$ cat src/rtl/fa_bh_pkg.sv
// fa_bh_pkg: shared limits, stage record and saturating counter helper for fa_bh
package fa_bh_pkg;
    localparam int PIPE_MIN = 1;
    localparam int PIPE_MAX = 4;
    localparam int CNT_W = 8;

    typedef struct packed {
        logic v;
        logic s;
        logic c;
    } stage_t;

    function automatic logic [CNT_W-1:0] sat_inc(input logic [CNT_W-1:0] x);
        return (&x) ? x : x + 1'b1;
    endfunction
endpackage

$ cat src/rtl/fa_bh_core.sv
// fa_core: combinational one-bit full adder
module fa_core (
    input  logic a,
    input  logic b,
    input  logic cin,
    output logic s,
    output logic co
);
    assign s  = a ^ b ^ cin;
    assign co = (a & b) | (a & cin) | (b & cin);
endmodule

$ cat src/rtl/fa_bh.sv
// fa_bh: pipelined full adder with optional bit-serial carry feedback and bit counter
module fa_bh
    import fa_bh_pkg::*;
#(
    parameter int PIPE_STAGES = 1,
    parameter bit SERIAL_EN = 1
) (
    input  logic             clk,
    input  logic             rst_n,
    input  logic             a,
    input  logic             b,
    input  logic             Cout,
    input  logic             in_valid,
    input  logic             serial_mode,
    input  logic             serial_start,
    output logic             sum,
    output logic             carry,
    output logic             out_valid,
    output logic             sum_comb,
    output logic             carry_comb,
    output logic [CNT_W-1:0] serial_cnt
);
    localparam int NS = (PIPE_STAGES < PIPE_MIN) ? PIPE_MIN :
                        (PIPE_STAGES > PIPE_MAX) ? PIPE_MAX : PIPE_STAGES;

    logic   serial_on;
    logic   cin;
    logic   carry_fb;
    stage_t stg [NS];

    assign serial_on = SERIAL_EN && serial_mode;
    assign cin = (serial_on && !serial_start) ? carry_fb : Cout;

    fa_core u_core (
        .a  (a),
        .b  (b),
        .cin(cin),
        .s  (sum_comb),
        .co (carry_comb)
    );

    always_ff @(posedge clk) begin
        if (!rst_n) begin
            carry_fb   <= 1'b0;
            serial_cnt <= '0;
        end else if (in_valid && serial_on) begin
            carry_fb   <= carry_comb;
            serial_cnt <= serial_start ? CNT_W'(1) : sat_inc(serial_cnt);
        end
    end

    // valid shifts every cycle; data only moves alongside a valid bit
    for (genvar i = 0; i < NS; i++) begin : g_stage
        stage_t prev;
        if (i == 0) begin : g_in
            assign prev = '{v: in_valid, s: sum_comb, c: carry_comb};
        end else begin : g_chain
            assign prev = stg[i-1];
        end
        always_ff @(posedge clk) begin
            if (!rst_n) begin
                stg[i] <= '0;
            end else begin
                stg[i].v <= prev.v;
                if (prev.v) {stg[i].s, stg[i].c} <= {prev.s, prev.c};
            end
        end
    end

    assign out_valid = stg[NS-1].v;
    assign sum       = stg[NS-1].s;
    assign carry     = stg[NS-1].c;
endmodule

$ cat config.mk
export PLATFORM = sky130hd
export DESIGN_NAME = fa_bh
export DESIGN_NICKNAME = d
export VERILOG_FILES = /design/src/rtl/fa_bh_pkg.sv /design/src/rtl/fa_bh_core.sv /design/src/rtl/fa_bh.sv
export SDC_FILE = /design/constraint.sdc
export NUM_CORES = 1
export LEC_CHECK = 0
export ABC_CLOCK_PERIOD_IN_PS = 5330
export CAP_MARGIN = 20
export CELL_PAD_IN_SITES_DETAIL_PLACEMENT = 2
export CELL_PAD_IN_SITES_GLOBAL_PLACEMENT = 2
export CORE_UTILIZATION = 26
export DETAILED_ROUTE_END_ITERATION = 10
export PLACE_DENSITY_LB_ADDON = 0.1
export SETUP_SLACK_MARGIN = 0.1
export SYNTH_ARGS = -nofsm -noshare
export SYNTH_HDL_FRONTEND = slang
export SYNTH_SLANG_ARGS = --single-unit
$ cat constraint.sdc
create_clock -name clk -period 5.33 [get_ports clk]
set_clock_uncertainty 0.1 [all_clocks]
set_input_delay 1.599 -clock clk [delete_from_list [all_inputs] [get_ports clk]]
set_output_delay 1.599 -clock clk [all_outputs]
set_load 0.01 [all_outputs]
==> summary.md, run 1 <==
| Metric | Value |
|---|---|
| Register-to-register setup slack | `roughly 3.6 ns` |
| Clock-pin slew reported for the worst setup and hold paths after clock tree synthesis | `approximately 0.060 ns` |
| Number of vias per cell after detailed routing | `approximately 5.2` |
| Clock insertion delay at the later pin of the skew report | `0.27 ns` |
| Number of flops mapped to enable cells by yosys | `0` |
| Synth top area share | `~38%` |
| Worst r2r src | `serial_cnt[0]` |
| Clock root cell | `sky130_fd_sc_hd__clkbuf_4` |
| Area inside the core boundary | `~2300 µm²` |
| TritonCTS Sinks | `12` |
| Input/output buffers | `20` |
| Max-slew headroom at the worst pin | `between 60% and 70%` |
| P_leak | `0.000368 µW` |
| Final Power | `around 180 µW` |
| Effective utilization at floorplan | `28.1%` |
| FFs w/ async S/R, synth | `0%` |
| Ratio of cells with drive above 1 in the final layout | `approximately 11%` |
| Count of unique library cells instantiated by Yosys | `30` |
| Number of DRC violations after detailed routing | `0` |
| Post-Synthesis Cells | `75` |
| Maximum number of pins on one net before global-route repair | `15` |
| Syn_nets | `85` |
| Fin Hold WS | `slightly below 0.4 ns` |
| Remaining global-route overflow | `0` |
| Bufs on Longest Clock Path | `2` |
| Wire length of the first global-routing pass | `between 3 and 4 mm` |
| Power per unit of standard cell area | `slightly above 200 nW/µm²` |
| Number of synthesized register bits | `12` |
| Post-route worst setup slack | `approximately 0.23 ns` |
| Hold violation count in the final report | `0` |
| Initial detailed-routing violation count | `4` |
| Detailed-routing iteration count for the pre-antenna-repair pass | `3` |
| Number of nets still failing antenna checks after routing | `0` |
| Dpl hpwl | `~1.4 mm` |
| Number of antenna violations at the first check in global routing | `0` |
| Post-Synth Adder-Cell Area | `5.08%` |
| Number of primary I/O pins | `21` |
| Area of the mapped netlist | `641 µm²` |
| CTS buffer count | `3` |
| Sort of element at the end of the critical path | `output port` |
| Worst Path Class, Setup | `primary input to output port` |
| Part of the cycle the worst path needs | `a little over nine tenths` |
| Total global routing track utilization | `16.0%` |
| Final wirelength | `around 1.8 mm` |
| Final estimated routing congestion in global placement | `roughly 0.7` |
| Avg Cell Area, Syn | `between 8 and 9 µm²` |
| Layout Area Growth over Synthesis | `39.8%` |
| Biggest area contributors in the synthesized netlist | `sky130_fd_sc_hd__dfxtp_1, sky130_fd_sc_hd__o211a_1, sky130_fd_sc_hd__nand2_1, sky130_fd_sc_hd__nand3_1, sky130_fd_sc_hd__o221a_2` |
| Number of H-tree levels | `1` |
| Post-synthesis xor/xnor area fraction | `0%` |
| Max Cap Violations | `0` |
| Most numerous cell types in the synthesized netlist | `sky130_fd_sc_hd__dfxtp_1, sky130_fd_sc_hd__nand2_1, sky130_fd_sc_hd__inv_1, sky130_fd_sc_hd__nand3_1` |
| Origin of the worst min-delay path | `sum` |
| Pins Over Slew Limit | `0` |
| Total Die Area | `2670 µm²` |
| Reg-to-reg endpoint | `serial_cnt[0]` |
| Total negative slack for setup checks | `0 ns` |
| Fraction of the mapped netlist area in simple logic gates | `between 20% and 30%` |
| # Post-CTS Setup Buffers | `0` |
| Seq/Total Area, Yosys | `37.5%` |
| Die X-Extent | `around 52 µm` |
| Setup repair after global routing missed its margin | `false` |
| Synth Area in Compound Gates | `25.2%` |
| Number of cells on the worst hold path | `1` |
| Hold Path Sink | `sum` |
| Total of endpoints with negative setup slack in the final report | `0` |
| Status | `complete, no violations` |
| Type of origin of the critical path | `primary input` |
| Library cell with the largest summed area after synthesis | `sky130_fd_sc_hd__dfxtp_1` |
| Max FO, Critical Path | `4` |
| Slew at the pin closest to its max-slew limit | `0.490 ns` |
| Arr. time, crit path | `between 3 and 4 ns` |
| Routed wire length per instance | `14.3 µm` |
| Number of antenna diodes | `0` |
| Via count of the first global-routing pass | `roughly 670` |
| FF-to-FF path depth | `5` |
| Dominant register cell in the synthesized netlist | `sky130_fd_sc_hd__dfxtp_1` |
| Portion of netlist area occupied by mux cells | `between 1.5 and 2%` |
| Synth Warn # | `0` |
| Worst setup slack after placement | `around 0.089 ns` |
| Post-layout net count | `108` |
| Cell with the most instances after synthesis | `sky130_fd_sc_hd__dfxtp_1` |
| Height of the chip | `~52 µm` |
| VDD IR-drop max | `roughly 140 µV` |
| Critical path required time | `around 3.6 ns` |
| Clock tree from TritonCTS | `yes` |
| Fmax | `around 200 MHz` |
| Via Count | `around 640` |
| Floorplan row count | `17` |
| Type of the worst min-delay path | `flop to flop` |
| Final worst path period need | `just over 5 ns` |
| Dominant combinational cell family by area after synthesis | `simple AND/OR/NAND/NOR gates` |
| Quantity of hold-fixing buffers added after cts | `0` |
==> cell type report <==
cell class / instances / area, µm²
Sequential cell: 12 / 240
Inverter: 5 / 18.8
Tap cell: 28 / 35.0
Multi-Input combinational cell: 55 / 373
Timing Repair Buffer: 21 / 206
Clock buffer: 3 / 22.5
Fill cell: 270 / 1380
==> critical path, cell delays in order <==
cell and delay [ns]:
sky130_fd_sc_hd__clkdlybuf4s50_1 0.50, sky130_fd_sc_hd__inv_2 0.06, sky130_fd_sc_hd__a21boi_0 0.17, sky130_fd_sc_hd__a31oi_1 0.09
sky130_fd_sc_hd__fa_2 0.40, sky130_fd_sc_hd__inv_1 0.06, sky130_fd_sc_hd__clkdlybuf4s50_1 0.52
==> per-stage QoR <==
step / util [%] / cells / instance area (µm²)
final: 39.4 / 124 / 896
after global routing: 39.4 / 124 / 896
after CTS: 39.3 / 124 / 893
after detailed placement: 38.3 / 121 / 872
after global placement: 38.3 / 121 / 872
after floorplan: - / 75 / 641
==> cells by family after synthesis <==
| group | Yosys count |
|---|---|
| buffers and inverters | 8 |
| DFF | 12 |
| muxes | 1 |
| and+or+nand+nor | 31 |
| AOI/OAI and AO/OA | 21 |
| adders and majority gates | 2 |
==> power by group <==
group / total (µW) / switching, µW / internal [µW]
clock: 53.3 / 27.2 / 26.1
sequential: 94.5 / 2.01 / 92.5
combinational: 32.6 / 15.4 / 17.2
total: 180 / 44.6 / 136
==> placed cells by master (no fill, tap or decap), drive strengths merged <==
master / instances
and2: 2
or2: 1
a31oi: 3
a21boi: 2
nand2: 10
mux2i: 1
dfxtp: 12
o211a: 4
clkdlybuf4s50: 19
nor3b: 1
o21ai: 2
nand3: 5
nand4: 1
nor2: 4
nor2b: 1
fa: 1
and4: 2
a21oi: 3
dlygate4sd2: 1
nor3: 3
buf: 1
o2111ai: 1
nand3b: 1
clkbuf: 3
o22ai: 2
ha: 1
o221a: 3
inv: 5
o21a: 1
==> timing repair <==
item | in CTS | in global routing
setup endpoints to repair | 1 | 1
pin swaps | 1 | 0
gates resized for setup | 2 | 1
==> metal layers <==
metal | global-route usage (%) | routed length (µm) | share of wire (%)
met5 | 0 | 0 | 0
met4 | 3.60 | 9 | 0.51
met3 | 5.85 | 70 | 3.9
met2 | 27.1 | 843 | 48
met1 | 19.1 | 851 | 48
==> how the worst max path moves through the flow <==
stage,from,endpoint,cells past startpoint
after floorplan,serial_start,sum_comb,6
after global placement,serial_start,sum_comb,7
after detailed placement,serial_start,sum_comb,7
after CTS,serial_start,carry_comb,7
after global routing,serial_start,carry_comb,7
final,serial_start,carry_comb,7
==> registers in the layout (all words and copies together) (netlist names) <==
| name | cells |
|---|---|
| sum | 1 |
| serial_cnt | 8 |
| out_valid | 1 |
| carry | 1 |
| carry_fb | 1 |
Note: power is estimated with default switching activity, not from simulation.
==> inputs of run 2 (changes only) <==
GPL_TIMING_DRIVEN = 0   (was default)
==> run 2 against run 1 <==
Register-to-register slack about the same. Clock power up 6.9%. Total power up 3.1%. Combinational power up 6%. Critical path depth down 1. Maximum frequency up 0.36%. Clock-buffer cell count unchanged. Critical path type unchanged.
==> summary.md, run 2 (synthesis results as in run 1) <==
| Metric | Value |
|---|---|
| Status | `complete, no violations (unchanged)` |
| Core Util, Final | `39.5% (was 39.4%)` |
| Combinational cell fraction of total power | `18.6% (was 18.1%)` |
| Sort of element at the end of the critical path | `output port (unchanged)` |
| Dpl hpwl | `1.39 mm (was 1.41 mm)` |
| TritonCTS Sinks | `12 (unchanged)` |
| Setup repair after global routing missed its margin | `false (unchanged)` |
| Number of filler instances in the final layout | `262 (was 270)` |
| Most common library cell in the layout ignoring fill and taps | `sky130_fd_sc_hd__clkdlybuf4s50_1 (unchanged)` |
| Final worst path period need | `5.08 ns (was 5.10 ns)` |
| Switching power total | `48.5 µW (was 44.6 µW)` |
| Via Count | `656 (was 644)` |
| Routed wire length per instance | `14.7 µm (was 14.3 µm)` |
| Number of antenna violations at the first check in global routing | `0 (unchanged)` |
| Number of H-tree levels | `1 (unchanged)` |
| Effective utilization at floorplan | `28.1% (unchanged)` |
| Max FO, Critical Path | `2 (was 4)` |
| Total of endpoints with negative setup slack in the final report | `0 (unchanged)` |
| Sequential Power Share | `50.8% (was 52.4%)` |
| Worst Path Class, Setup | `primary input to output port (unchanged)` |
| VDD IR-drop max | `113 µV (was 136 µV)` |
| Initial detailed-routing violation count | `9 (was 4)` |
| Clock tree from TritonCTS | `yes (unchanged)` |
| Maximum number of pins on one net before global-route repair | `11 (was 15)` |
| Final wirelength | `1.85 mm (was 1.77 mm)` |
| Clock-pin slew reported for the worst setup and hold paths after clock tree synthesis | `0.07 ns (was 0.06 ns)` |
| Type of the worst min-delay path | `flop to flop (unchanged)` |
| Slew at the pin closest to its max-slew limit | `0.463 ns (was 0.490 ns)` |
| Flip-flop count of the largest register, all copies and words added | `8 (unchanged)` |
| Arr. time, crit path | `3.38 ns (was 3.40 ns)` |
| Floorplan row count | `17 (unchanged)` |
| Die X-Extent | `51.6 µm (unchanged)` |
| Ratio of cells with drive above 1 in the final layout | `10.2% (was 11.5%)` |
| Input/output buffers | `19 (was 20)` |
| Number of antenna diodes | `0 (unchanged)` |
| Post-layout net count | `110 (was 108)` |
| Fraction of power spent switching nets | `26.1% (was 24.7%)` |
| Wire length of the first global-routing pass | `3.32 mm (was 3.12 mm)` |
| Fmax | `197 MHz (was 196 MHz)` |
| Total Die Area | `2670 µm² (unchanged)` |
| Height of the chip | `51.6 µm (unchanged)` |
| Detailed-routing iteration count for the pre-antenna-repair pass | `4 (was 3)` |
| Number of vias per cell after detailed routing | `5.21 (was 5.19)` |
| Number of nets still failing antenna checks after routing | `0 (unchanged)` |
| Layout Area Growth over Synthesis | `40.4% (was 39.8%)` |
| P_leak | `0.000380 µW (was 0.000368 µW)` |
| CTS buffer count | `3 (unchanged)` |
| Hold violation count in the final report | `0 (unchanged)` |
| Leading cell types in the layout, fill and taps excluded | `sky130_fd_sc_hd__clkdlybuf4s50_1, sky130_fd_sc_hd__dfxtp_1, sky130_fd_sc_hd__nand2_1 (unchanged)` |
| Part of the cycle the worst path needs | `95.3% (was 95.7%)` |
| Clock insertion delay at the later pin of the skew report | `0.28 ns (was 0.27 ns)` |
| Pins Over Slew Limit | `0 (unchanged)` |
| Bufs on Longest Clock Path | `2 (unchanged)` |
| Final estimated routing congestion in global placement | `0.708 (was 0.701)` |
| Critical path required time | `3.63 ns (about the same)` |
| Biggest register | `serial_cnt (unchanged)` |
| Total negative slack for setup checks | `0 ns (unchanged)` |
| Area inside the core boundary | `2280 µm² (unchanged)` |
| Portion of total power attributed to the clock network | `30.6% (was 29.5%)` |
| Power Internal | `137 µW (was 136 µW)` |
| Total global routing track utilization | `17.6% (was 16.0%)` |
| Number of DRC violations after detailed routing | `0 (unchanged)` |
| Quantity of hold-fixing buffers added after cts | `0 (unchanged)` |
| Number of primary I/O pins | `21 (unchanged)` |
| Remaining global-route overflow | `0 (unchanged)` |
| Type of origin of the critical path | `primary input (unchanged)` |
| Max Cap Violations | `0 (unchanged)` |
| Max-slew headroom at the worst pin | `69.1% (was 67.2%)` |
| Clock root cell | `sky130_fd_sc_hd__clkbuf_4 (unchanged)` |
| Power per unit of standard cell area | `207 nW/µm² (was 201 nW/µm²)` |
| Via count of the first global-routing pass | `692 (was 666)` |
run 2: cell types whose count changed in the layout (fill, tap and decap cells not counted), sizes merged:
cell	previous run	this run
clkbuf	3	6
clkdlybuf4s50	19	18
dlygate4sd2	1	0
dlymetal6s2s	0	1
run 2: cell type report:
type	instances	area [µm²]	area share (%)
multi-input cells	55	370	41.2
well taps	28	35.0	3.89
flip-flops and latches	12	240	26.7
repair buffers	20	200	22.3
plain buffers	3	12.5	1.39
clock buffers	3	22.5	2.50
inverters	5	18.8	2.09
run 2: final timing paths:
check | start | slack, ns | depth (start not counted) | endpoint
max | Cout | 0.25 | 6 | sum_comb
min | sum | 0.41 | 1 | sum
max reg2reg | serial_cnt[0] | 3.59 | 5 | serial_cnt[0]
min reg2reg | sum | 0.41 | 1 | sum
run 2: worst max-delay path, cell delays in order:
cell and delay [ns]:
sky130_fd_sc_hd__clkdlybuf4s50_1 0.46, sky130_fd_sc_hd__a21boi_0 0.17, sky130_fd_sc_hd__a31oi_1 0.08, sky130_fd_sc_hd__fa_1 0.49, sky130_fd_sc_hd__inv_1 0.07, sky130_fd_sc_hd__clkdlybuf4s50_1 0.52
run 2: repair_timing:
| action | in CTS | in global routing |
|---|---|---|
| hold endpoints to repair | 0 | 0 |
| setup buffers | 0 | 1 |
| resized for setup | 0 | 3 |
| setup endpoints to repair | 0 | 1 |
run 2: routing by layer:
layer,track usage (%),vias up,part of all wire (%)
li1,-,324,-
met1,19.3,316,45
met2,29.9,12,49
met3,6.43,4,3.8
met4,8.11,0,1.8
met5,0,-,0
run 2: stage by stage:
step                hold WS, ns  worst slack (ns)  instances  total power (µW)  cell area, µm²
finish                    0.410             0.249        126               186             900
detailed placement        0.394             0.178        122               130             866
CTS                       0.416             0.174        125               188             888
floorplan                 0.372             0.941         75               111             641
global placement          0.365             0.182        122               129             866
global route              0.439             0.142        126               198             900
run 2: power by group through the flow:
stage               Sequential (µW)  Clock (µW)  Combinational (µW)
floorplan                      97.4           0                13.9
detailed placement             96.6           0                33.1
global placement               96.6           0                32.4
global route                   95.0        64.9                37.9
CTS                            94.6        60.3                33.3
finish                         94.5        57.0                34.5
==> inputs of run 3 (changes only) <==
PLACE_DENSITY = 0.82   (was default)
PLACE_DENSITY_LB_ADDON = default   (was 0.1)
==> run 3 against run 2 <==
Sequential power about the same. Clock-buffer cell count unchanged. Critical path depth stayed put. Die area unchanged. Flip-flop and latch count is the same. Largest power group unchanged. Highest routed layer unchanged.
==> summary.md, run 3 (synthesis results as in run 1) <==
| Metric | Value |
|---|---|
| Part of the cycle the worst path needs | `97.1% (was 95.3%)` |
| Bufs on Longest Clock Path | `2 (unchanged)` |
| Max-slew headroom at the worst pin | `68.9% (was 69.1%)` |
| Type of the worst min-delay path | `flop to flop (unchanged)` |
| Total Die Area | `2670 µm² (unchanged)` |
| Clock insertion delay at the later pin of the skew report | `0.27 ns (was 0.28 ns)` |
| Final estimated routing congestion in global placement | `0.717 (was 0.708)` |
| Most Used Layer, Global Route | `met2 (unchanged)` |
| Clock tree from TritonCTS | `yes (unchanged)` |
| Global routing usage on met2 | `29.7% (was 29.9%)` |
| Arr. time, crit path | `3.48 ns (was 3.38 ns)` |
| Floorplan row count | `17 (unchanged)` |
| Flip-flop count of the largest register, all copies and words added | `8 (unchanged)` |
| Biggest register | `serial_cnt (unchanged)` |
| Number of DRC violations after detailed routing | `0 (unchanged)` |
| Detailed-routing iteration count for the pre-antenna-repair pass | `4 (unchanged)` |
| Via count of the first global-routing pass | `707 (was 692)` |
| Clock root cell | `sky130_fd_sc_hd__clkbuf_4 (unchanged)` |
| Area inside the core boundary | `2280 µm² (unchanged)` |
| Leading cell types in the layout, fill and taps excluded | `sky130_fd_sc_hd__clkdlybuf4s50_1, sky130_fd_sc_hd__dfxtp_1, sky130_fd_sc_hd__nand2_1 (unchanged)` |
| CTS buffer count | `3 (unchanged)` |
| Number of primary I/O pins | `21 (unchanged)` |
| Final Power | `186 µW (about the same)` |
| Final wirelength | `2.04 mm (was 1.85 mm)` |
| Final worst path period need | `5.17 ns (was 5.08 ns)` |
| Max Cap Violations | `0 (unchanged)` |
| TritonCTS Sinks | `12 (unchanged)` |
| Via Count | `683 (was 656)` |
| Fmax | `193 MHz (was 197 MHz)` |
| Fin Hold WS | `0.393 ns (was 0.410 ns)` |
| Height of the chip | `51.6 µm (unchanged)` |
| Pins Over Slew Limit | `0 (unchanged)` |
| Ratio of cells with drive above 1 in the final layout | `8.25% (was 10.2%)` |
| Routed wire length per instance | `16.3 µm (was 14.7 µm)` |
| Dpl hpwl | `1.50 mm (was 1.39 mm)` |
| Total negative slack for setup checks | `0 ns (unchanged)` |
| Layout Area Growth over Synthesis | `38.7% (was 40.4%)` |
| Quantity of hold-fixing buffers added after cts | `0 (unchanged)` |
| Status | `complete, no violations (unchanged)` |
| Setup repair after global routing missed its margin | `false (unchanged)` |
| Clock-pin slew reported for the worst setup and hold paths after clock tree synthesis | `0.08 ns (was 0.07 ns)` |
| Hold violation count in the final report | `0 (unchanged)` |
| Input/output buffers | `19 (unchanged)` |
| Number of vias per cell after detailed routing | `5.46 (was 5.21)` |
| Max stage delay cell, worst path | `sky130_fd_sc_hd__clkdlybuf4s50_1 (unchanged)` |
| Maximum number of pins on one net before global-route repair | `11 (unchanged)` |
| Number of antenna violations at the first check in global routing | `0 (unchanged)` |
| Delay of the slowest cell on the worst path | `0.52 ns (about the same)` |
| Max FO, Critical Path | `4 (was 2)` |
| Initial detailed-routing violation count | `2 (was 9)` |
| Power per unit of standard cell area | `210 nW/µm² (was 207 nW/µm²)` |
| Wire length of the first global-routing pass | `3.34 mm (was 3.32 mm)` |
| Slew at the pin closest to its max-slew limit | `0.466 ns (was 0.463 ns)` |
| Effective utilization at floorplan | `28.1% (unchanged)` |
| Die X-Extent | `51.6 µm (unchanged)` |
| Total of endpoints with negative setup slack in the final report | `0 (unchanged)` |
| Post-cts gate resize count | `0 (unchanged)` |
| Global-route track usage on met3 | `3.51% (was 6.43%)` |
| Most common library cell in the layout ignoring fill and taps | `sky130_fd_sc_hd__clkdlybuf4s50_1 (unchanged)` |
| Number of antenna diodes | `0 (unchanged)` |
| # Post-CTS Setup Buffers | `0 (unchanged)` |
| Post-layout net count | `109 (was 110)` |
| Number of nets still failing antenna checks after routing | `0 (unchanged)` |
| Cell-by-cell trace of the critical path | `clkdlybuf4s50_1 -> a21boi_0 -> a31oi_1 -> fa_1 -> inv_1 -> clkdlybuf4s50_1 (unchanged)` |
| Total global routing track utilization | `17.3% (was 17.6%)` |
| P_leak | `0.000363 µW (was 0.000380 µW)` |
| Global routing met1 resource utilization | `21.0% (was 19.3%)` |
| Number of H-tree levels | `1 (unchanged)` |
| Worst Path Class, Setup | `primary input to output port (unchanged)` |
| Remaining global-route overflow | `0 (unchanged)` |
| VDD IR-drop max | `126 µV (was 113 µV)` |
| Critical path required time | `3.63 ns (about the same)` |
| Top cell by count, worst path | `sky130_fd_sc_hd__clkdlybuf4s50_1 (unchanged)` |
| Sort of element at the end of the critical path | `output port (unchanged)` |
| Type of origin of the critical path | `primary input (unchanged)` |
[run 3: cell types whose count changed in the layout (fill, tap and decap cells not counted), sizes merged]
cell	before	now
buf	1	0
clkdlybuf4s50	18	19
dlymetal6s2s	1	0
[run 3: report_power, final]
group	switching, µW	internal, µW	leakage (µW)
clock	32.3	26.2	0.0000138
sequential	2.27	92.5	0.0000979
combinational	15.9	17.2	0.000251
[run 3: layer usage]
| metal | up-vias | share of wire, % |
|---|---|---|
| met1 | 342 | 45 |
| met3 | 4 | 2.3 |
| li1 | 324 | - |
| met4 | 0 | 1.3 |
| met2 | 13 | 51 |
| met5 | - | 0 |
[run 3: final timing paths]
kind                 startpoint             to  slack [ns]  cells after the start
setup reg to reg  serial_cnt[0]  serial_cnt[0]        3.50                      5
hold reg to reg             sum            sum        0.39                      1
hold / removal              sum            sum        0.39                      1
setup / recovery    serial_mode       sum_comb        0.16                      6
[run 3: metrics by stage]
step	area, µm²	setup slack (ns)	utilization [%]	std cells
2_1_floorplan	641	0.941	-	75
3_3_place_gp	866	0.209	38.0	122
3_5_place_dp	866	0.157	38.0	122
4_1_cts	888	0.162	39.0	125
5_1_grt	888	0.110	39.0	125
6_report	888	0.156	39.0	125
[run 3: final cells by class]
class	instances	area, µm²
multi-input cells	55	370
well taps	28	35.0
repair buffers	19	190
inverters	5	18.8
fillers	255	1390
plain buffers	3	11.3
clock buffers	3	22.5
flip-flops and latches	12	240
[run 3: worst max-delay path, delay by kind of cell]
family	cells	cell delay, ns
adders and majority gates	1	0.46
AOI/OAI and AO/OA	2	0.30
buffers and inverters	3	1.10
